==> src/rtl/predictor_update_scheduler.sv <==
// Single writer for the branch predictor's 2-bit counter table: drains buffered
// commit-time outcomes one per cycle, or walks the whole table re-initialising it.
module predictor_update_scheduler #(
    parameter int DEPTH      = 4,
    parameter int PDC_SIZE   = 256,
    parameter int INDEX_BITS = 8,
    parameter int AddrWidth  = 32
) (
    input  logic                  clk,
    input  logic                  rst,
    input  logic                  rdy,
    input  logic                  ROB_input_valid,
    input  logic                  ROB_hit,
    input  logic [AddrWidth-1:0]  ROB_pc,
    output logic                  ROB_full,
    input  logic                  CLR_req,
    output logic                  CLR_busy,
    output logic                  PDC_upd_valid,
    output logic                  PDC_upd_init,
    output logic                  PDC_upd_hit,
    output logic [INDEX_BITS-1:0] PDC_upd_index,
    output logic [7:0]            drop_count
);

    localparam int PTR_BITS = (DEPTH > 1) ? $clog2(DEPTH) : 1;
    localparam int CNT_BITS = PTR_BITS + 1;

    typedef enum logic {DRAIN, CLEAR} state_t;

    state_t                state_reg;
    logic [PTR_BITS-1:0]   head_reg;
    logic [PTR_BITS-1:0]   tail_reg;
    logic [CNT_BITS-1:0]   count_reg;
    logic [INDEX_BITS-1:0] clr_idx_reg;
    logic                  busy_reg;
    logic                  upd_valid_reg;
    logic                  upd_init_reg;
    logic                  upd_hit_reg;
    logic [INDEX_BITS-1:0] upd_index_reg;
    logic [7:0]            drop_count_reg;

    // Each entry is {hit, index}; the rest of the pc is never needed.
    logic [INDEX_BITS:0]   fifo_mem [DEPTH];
    logic [INDEX_BITS:0]   head_entry;

    logic fifo_full;
    logic fifo_empty;
    logic push;
    logic pop;
    logic drop;
    logic unused_pc_bits;

    assign unused_pc_bits = ^{ROB_pc[AddrWidth-1:INDEX_BITS+2], ROB_pc[1:0]};

    assign fifo_full  = (count_reg == CNT_BITS'(DEPTH));
    assign fifo_empty = (count_reg == '0);
    assign push       = rdy && ROB_input_valid && !fifo_full;
    assign drop       = rdy && ROB_input_valid && fifo_full;
    // The edge that accepts CLR_req never pops, so the head waits until the clear is done.
    assign pop        = rdy && (state_reg == DRAIN) && !CLR_req && !fifo_empty;
    assign head_entry = fifo_mem[head_reg];

    always_ff @(posedge clk) begin
        if (push) begin
            fifo_mem[tail_reg] <= {ROB_hit, ROB_pc[INDEX_BITS+1:2]};
        end
    end

    always_ff @(posedge clk) begin
        if (rst) begin
            state_reg      <= DRAIN;
            head_reg       <= '0;
            tail_reg       <= '0;
            count_reg      <= '0;
            clr_idx_reg    <= '0;
            busy_reg       <= 1'b0;
            upd_valid_reg  <= 1'b0;
            upd_init_reg   <= 1'b0;
            upd_hit_reg    <= 1'b0;
            upd_index_reg  <= '0;
            drop_count_reg <= '0;
        end else if (rdy) begin
            if (push) begin
                tail_reg <= tail_reg + PTR_BITS'(1);
            end
            if (pop) begin
                head_reg <= head_reg + PTR_BITS'(1);
            end
            if (push && !pop) begin
                count_reg <= count_reg + CNT_BITS'(1);
            end else if (pop && !push) begin
                count_reg <= count_reg - CNT_BITS'(1);
            end
            if (drop && drop_count_reg != 8'hFF) begin
                drop_count_reg <= drop_count_reg + 8'd1;
            end

            // Busy trails the state by one edge so it drops exactly when pops may resume.
            busy_reg <= (state_reg == CLEAR);

            case (state_reg)
                DRAIN: begin
                    if (CLR_req) begin
                        state_reg     <= CLEAR;
                        clr_idx_reg   <= '0;
                        upd_valid_reg <= 1'b0;
                    end else if (!fifo_empty) begin
                        upd_valid_reg <= 1'b1;
                        upd_init_reg  <= 1'b0;
                        upd_hit_reg   <= head_entry[INDEX_BITS];
                        upd_index_reg <= head_entry[INDEX_BITS-1:0];
                    end else begin
                        upd_valid_reg <= 1'b0;
                    end
                end
                CLEAR: begin
                    upd_valid_reg <= 1'b1;
                    upd_init_reg  <= 1'b1;
                    upd_hit_reg   <= 1'b0;
                    upd_index_reg <= clr_idx_reg;
                    clr_idx_reg   <= clr_idx_reg + INDEX_BITS'(1);
                    if (clr_idx_reg == INDEX_BITS'(PDC_SIZE - 1)) begin
                        state_reg <= DRAIN;
                    end
                end
                default: state_reg <= DRAIN;
            endcase
        end
    end

    assign ROB_full      = fifo_full;
    assign CLR_busy      = busy_reg;
    assign PDC_upd_valid = upd_valid_reg;
    assign PDC_upd_init  = upd_init_reg;
    assign PDC_upd_hit   = upd_hit_reg;
    assign PDC_upd_index = upd_index_reg;
    assign drop_count    = drop_count_reg;

endmodule

==> config.mk <==
export PLATFORM = sky130hd
export DESIGN_NAME = predictor_update_scheduler
export DESIGN_NICKNAME = d
export VERILOG_FILES = /design/src/rtl/predictor_update_scheduler.sv
export SDC_FILE = /design/constraint.sdc
export NUM_CORES = 1
export LEC_CHECK = 0
export CAP_MARGIN = 20
export CORE_UTILIZATION = 29
export CTS_CLUSTER_DIAMETER = 40
export DETAILED_ROUTE_END_ITERATION = 16
export GPL_TIMING_DRIVEN = 0
export SLEW_MARGIN = 30
export SYNTH_ARGS = -nofsm -noshare
export SYNTH_HDL_FRONTEND = slang
export SYNTH_SLANG_ARGS = --single-unit
==> constraint.sdc <==
create_clock -name clk -period 2.3 [get_ports clk]
set_input_delay 0.46 -clock clk [delete_from_list [all_inputs] [get_ports clk]]
set_output_delay 0.46 -clock clk [all_outputs]
set_load 0.05 [all_outputs]
==> results of run 1 <==
per-stage QoR:
stage | total power [uW] | instance area [sq um] | hold WS, ps | util | worst slack [ps]
floorplan | 1720 | 3060 | 463 | - | 116
global placement | 1830 | 3560 | 462 | 0.346 | -807
detailed placement | 1840 | 3560 | 463 | 0.346 | -857
CTS | 2730 | 3760 | 473 | 0.365 | 80.8
global route | 2810 | 3760 | 499 | 0.366 | 22.3
finish | 2700 | 3760 | 470 | 0.366 | 162
routing by layer:
layer | global-route usage | part of all wire | vias up
met5 | 0 | 0 | -
met3 | 0.0349 | 0.047 | 11
li1 | - | - | 990
met1 | 0.150 | 0.45 | 991
met2 | 0.200 | 0.48 | 41
met4 | 0.0483 | 0.017 | 0
power by group:
part | switching, uW | internal (uW)
Clock | 475 | 416
Combinational | 211 | 142
Sequential | 30.1 | 1430
Total | 717 | 1990
repair_timing:
item	in CTS	in global routing
gates resized for setup	9	3
hold buffers	0	0
setup endpoints to repair	40	1
pin swaps	0	0
cells in the mapped netlist (3+ instances only):
cell type / count
o21ai_0: 9
a21oi_1: 16
and2_1: 4
mux4_2: 9
nor2_1: 27
o31ai_1: 4
ha_1: 7
xor2_1: 4
or3_1: 3
a211oi_1: 8
edfxtp_1: 36
nand2_1: 12
mux2i_1: 10
or4_1: 3
dfxtp_1: 38
clkbuf_1: 8
inv_1: 4
buf_2: 3
nand2b_1: 3
xnor2_1: 3
nand3_1: 9
worst max-delay path, cell delays in order, from the launching register on:
cell and delay, ps:
dfxtp_2 370, or3_2 500, nand2_2 100, ha_1 180, inv_1 60, fa_1 370, xnor2_1 160, nand2_1 80
xor2_1 140, nor2_1 50
logic make-up (layout without fill, tap and decap cells):
group	after synthesis	after routing	synth area share
flip-flops	74	74	0.603
buffers and inverters	16	65	0.0233
AND/OR/NAND/NOR	73	73	0.123
XOR/XNOR	7	7	0.0201
AO/OA/AOI/OAI	44	44	0.0896
multiplexers	21	21	0.106
adder cells (fa/ha/maj)	8	8	0.0352
how the worst max path moves through the flow:
stage	slack, ps	startpoint	cells after the start	to
6_report	160	count_reg[0]	9	count_reg[2]
4_1_cts	80	count_reg[0]	9	count_reg[2]
2_1_floorplan	120	count_reg[0]	7	count_reg[1]
3_5_place_dp	-860	rdy	11	count_reg[2]
5_1_grt	20	count_reg[0]	9	count_reg[2]
3_3_place_gp	-810	rdy	11	count_reg[2]
final cells by class:
cell class | instances | share of cell area
timing repair buffer | 33 | 0.0875
tap | 136 | 0.0452
clock buffer | 11 | 0.0376
inverter | 4 | 0.00399
multi-input combinational | 153 | 0.310
clock inverter | 5 | 0.00832
buffer | 12 | 0.0176
sequential | 74 | 0.490
==> impl_metrics.yaml, run 1 <==
cells_and_area:
  final_cells: 428
  area.growth.synth_to_final_pct: 23.0
  regArea_sq_um: 1840
  nFillCells: 1023
  final_common_cell: "dfxtp_1"
  final_cell_mix: "37 x dfxtp_1, 36 x edfxtp_1, 31 x clkdlybuf4s50_1"
  multi_input_area_sq_um: 1160
  regMostFlops: "fifo_mem"
  diodes: 0
  drive_gt1_frac: 0.130
  largest_reg_flops: 36
  num-nets-final: 333
cts:
  cts_sinks: 74
  root_buffer: "clkbuf_8"
  clkLatencyLatePin_ps: 340
  cts_tree: "built"
  htree_levels: 3
  post_cts_buffers: 0
  cts_inserted_buffers: 9
  cts_buffer_depth: 2
  path_clk_slew_ps: 70
setup_path:
  path_class: "reg -> reg"
  r2r_cells: 9
  critPathMaxFanout: 5
  reg2reg_to: "count_reg[2]"
  critPathRequiredTime_ps: 2510
  rrSetupSlack_ps: 160
  cp-start-kind: "register"
  critPathArrivalTime_ps: 2350
  r2r-start: "count_reg[0]"
  endpoint_kind: "register"
drt:
  wl_um: 6140
  viasPerCell: 4.75
  drtIter0Drc: 81
  num_vias: 2033
  antenna_left: 0
  wire_per_inst_um: 14.3
  drc_errors: 0
  firstDrtPassIters: 4
power_and_ir_drop:
  power_leakage_uw: 0.00121
  vdd_ir_drop_max_mv: 0.337
  power_density_nw_per_um2: 719
yosys:
  synth_edf_count: 36
  synth_area_leaders: "edfxtp_1 35%, dfxtp_1 25%, mux4_2 6.6%"
  netlist_instances: 243
  syn-num-nets: 289
  syn_area_sq_um: 3060
  synth_top_flop_cell: "dfxtp_1"
  syn_avg_cell_area_sq_um: 12.6
  yosysUniqueCellTypes: 39
  ys_ff_latch: 74
  ys_warn_count: 0
  synth_area_leader_cell: "edfxtp_1"
  yosysTopAreaCellShare: 0.354
  synthArstFlopShare: 0
  yosysSeqAreaShare: 0.603
timing:
  slew_headroom: 0.576
  rsz0062_at_grt: "no"
  fin_tns_setup_ps: 0
  maxSlewViolCount: 0
  setup_viol: 0
  fin_skew_ps: 9.22
  finalCritPeriodShare: 0.929
  finalHoldViolations: 0
  min_period_ps: 2140
  fmax_mhz: 468
  tightest_slew_ps: 636
placed_design:
  place_congestion: 0.817
  dp.cells: 412
  post-dp-hpwl_um: 4260
  port_buffers: 33
outcome:
  status: "finished, final reports clean"
die:
  dieArea_sq_um: 11000
  io_pins: 59
  initial_utilization: 0.297
  die_y_um: 105
  die_x_um: 105
  core_sq_um: 10300
  rows: 37
global_routing:
  grt_pass1_vias: 1996
  track_usage: 0.122
  grt_pass1_wl_um: 10200
  grt_max_degree: 14
  grt_antenna_before_repair: 0
  grt-ovfl-total: 0
worst_hold_path:
  min_to: "CLR_busy"
  worstHoldPathCells: 2
  hp-class: "reg -> reg"
  min_from: "CLR_busy"
flow_run:
  drv_cap: 0
No activity file was read; power rests on OpenSTA's default activity.
==> run 2: changes to the inputs <==
- ABC_AREA: default -> 1
- SKIP_CTS_REPAIR_TIMING: default -> 1
==> run 2 against run 1 <==
Net effect: clock skew fell by 3.0 ps; sequential share of layout area fell by 5.2 points; register-to-register slack improved by 140 ps; synthesized cell count rose by 55%; die area rose by 10%; critical path type is now reg -> out; power rose by 20%; largest cell class unchanged; clock-buffer cell count fell by 2; core utilization rose by 0.38 points; via count rose by 25%; area after synthesis rose by 11%; largest power group unchanged; flip-flop and latch count did not move; global-route usage rose by 0.59 points.
==> impl_metrics.yaml, run 2 <==
yosys:
  synthArstFlopShare: 0
  syn_area_sq_um: 3380
  netlist_instances: 377
  ys_ff_latch: 74
  yosysSeqAreaShare: 0.545
  synth_area_leader_cell: "edfxtp_1"
  ys_warn_count: 0
  synth_area_leaders: "edfxtp_1 32%, dfxtp_1 23%, nand2_1 11%"
  syn-num-nets: 423
  syn_avg_cell_area_sq_um: 8.96
  yosysUniqueCellTypes: 35
  yosysMostFrequentCell: "nand2_1"
  yosysTopAreaCellShare: 0.320
  synth_edf_count: 36
  synth_common_cells: "95 x nand2_1, 46 x inv_1, 38 x dfxtp_1, 36 x edfxtp_1, 31 x nor2_1"
  synth_top_flop_cell: "dfxtp_1"
die:
  die_y_um: 110
  io_pins: 59
  dieArea_sq_um: 12100
  initial_utilization: 0.297
  rows: 39
  core_sq_um: 11400
  die_x_um: 110
placed_design:
  place_congestion: 0.827
  port_buffers: 33
  preCtsSetupSlack_ps: -249
  post-dp-hpwl_um: 4940
  place_area_sq_um: 3890
cts:
  clkLatencyLatePin_ps: 340
  cts_inserted_buffers: 9
  cts_sinks: 74
  root_buffer: "clkbuf_16"
  cts_buffer_depth: 2
  htree_levels: 3
  cts_tree: "built"
  path_clk_slew_ps: 60
timing:
  fin_tns_setup_ps: 0
  maxSlewViolCount: 0
  fin_skew_ps: 6.20
  tightest_slew_ps: 908
  timing.final.ws_setup_ps: 246
  rsz0062_at_grt: "no"
  setup_viol: 0
  finalCritPeriodShare: 0.893
  fmax_mhz: 487
  finalHoldViolations: 0
  min_period_ps: 2050
  slew_headroom: 0.392
setup_path:
  worstPathCellList: "clkdlybuf4s50_1"
  endpoint_kind: "output pin"
  cp_slowest_cell: "clkdlybuf4s50_1"
  critPathBufInv: 1
  critPathArrivalTime_ps: 1590
  max_stage_delay_ps: 840
  crit_path_start: "drop_count[2]"
  critPathRequiredTime_ps: 1840
  path_class: "reg -> out"
  cp-start-kind: "register"
  critPathMaxFanout: 5
  r2r-start: "count_reg[0]"
  critPathTopFamily: "buffers and inverters"
cells_and_area:
  nFillCells: 1150
  num-nets-final: 467
  drive_gt1_frac: 0.122
  area.growth.synth_to_final_pct: 24.4
  largest_reg_flops: 36
  diodes: 0
  regMostFlops: "fifo_mem"
  final_common_cell: "nand2_1"
  final_cell_mix: "95 x nand2_1, 46 x inv_1, 38 x dfxtp_1"
  regArea_sq_um: 1840
  utilization: 0.370
  multi_input_area_sq_um: 1250
  fin_area_sq_um: 4200
outcome:
  status: "finished, final reports clean"
global_routing:
  grt_pass1_vias: 2352
  track_usage: 0.127
  grt-ovfl-total: 0
  grt_pass1_wl_um: 11400
  grt_antenna_before_repair: 0
  grt_max_degree: 16
drt:
  wire_per_inst_um: 12.3
  wl_um: 7010
  drtIter0Drc: 206
  antenna_left: 0
  drc_errors: 0
  num_vias: 2539
  firstDrtPassIters: 5
  viasPerCell: 4.46
worst_hold_path:
  hp-class: "reg -> reg"
  min_from: "CLR_busy"
power_and_ir_drop:
  clkPwrFrac: 0.440
  comb_power_share: 0.114
  vdd_ir_drop_max_mv: 0.371
  power_density_nw_per_um2: 775
  power_leakage_uw: 0.00170
  intPower_uw: 2420
  power.switching_uw: 841
  p_sw_frac: 0.258
  total_power_uw: 3260
  p_seq_frac: 0.446
flow_run:
  drv_cap: 0
[run 2: stage by stage]
stage,cells,hold WS [ps]
after floorplan,377,457
after global placement,553,448
after detailed placement,553,458
after CTS,569,459
after global routing,569,478
final,569,464
[run 2: metal layers]
layer / GRT usage / vias to the layer above / part of all wire
li1: - / 1313 / -
met1: 0.170 / 1156 / 0.49
met2: 0.198 / 60 / 0.45
met3: 0.0302 / 10 / 0.046
met4: 0.0514 / 0 / 0.016
met5: 0 / - / 0
[run 2: worst paths after layout]
path                         to  slack (ps)  depth (start not counted)
setup / recovery  drop_count[2]         250                          1
hold / removal         CLR_busy         460                          2
setup reg to reg   count_reg[2]         300                         11
hold reg to reg        CLR_busy         460                          2
[run 2: area by class of cell]
class	instances	share of cell area
plain buffers	11	0.0217
clock buffers	9	0.0536
clock inverters	7	0.0193
inverters	50	0.0470
multi-input cells	242	0.298
flip-flops and latches	74	0.438
well taps	143	0.0426
repair buffers	33	0.0798
[run 2: power groups by stage]
| stage | sequential (uW) | combinational [uW] | clock [uW] |
|---|---|---|---|
| detailed placement | 1480 | 372 | 0 |
| CTS | 1450 | 374 | 1460 |
| global placement | 1480 | 366 | 0 |
| finish | 1450 | 371 | 1430 |
| floorplan | 1540 | 188 | 0 |
| global route | 1460 | 412 | 1520 |
[run 2: kinds of logic after synthesis]
kind of cell / after synthesis / share of synthesized area
adder cells (fa/ha/maj): 8 / 0.0319
AND/OR/NAND/NOR: 166 / 0.219
flip-flops: 74 / 0.545
buffers and inverters: 61 / 0.0856
AO/OA/AOI/OAI: 63 / 0.106
XOR/XNOR: 5 / 0.0130
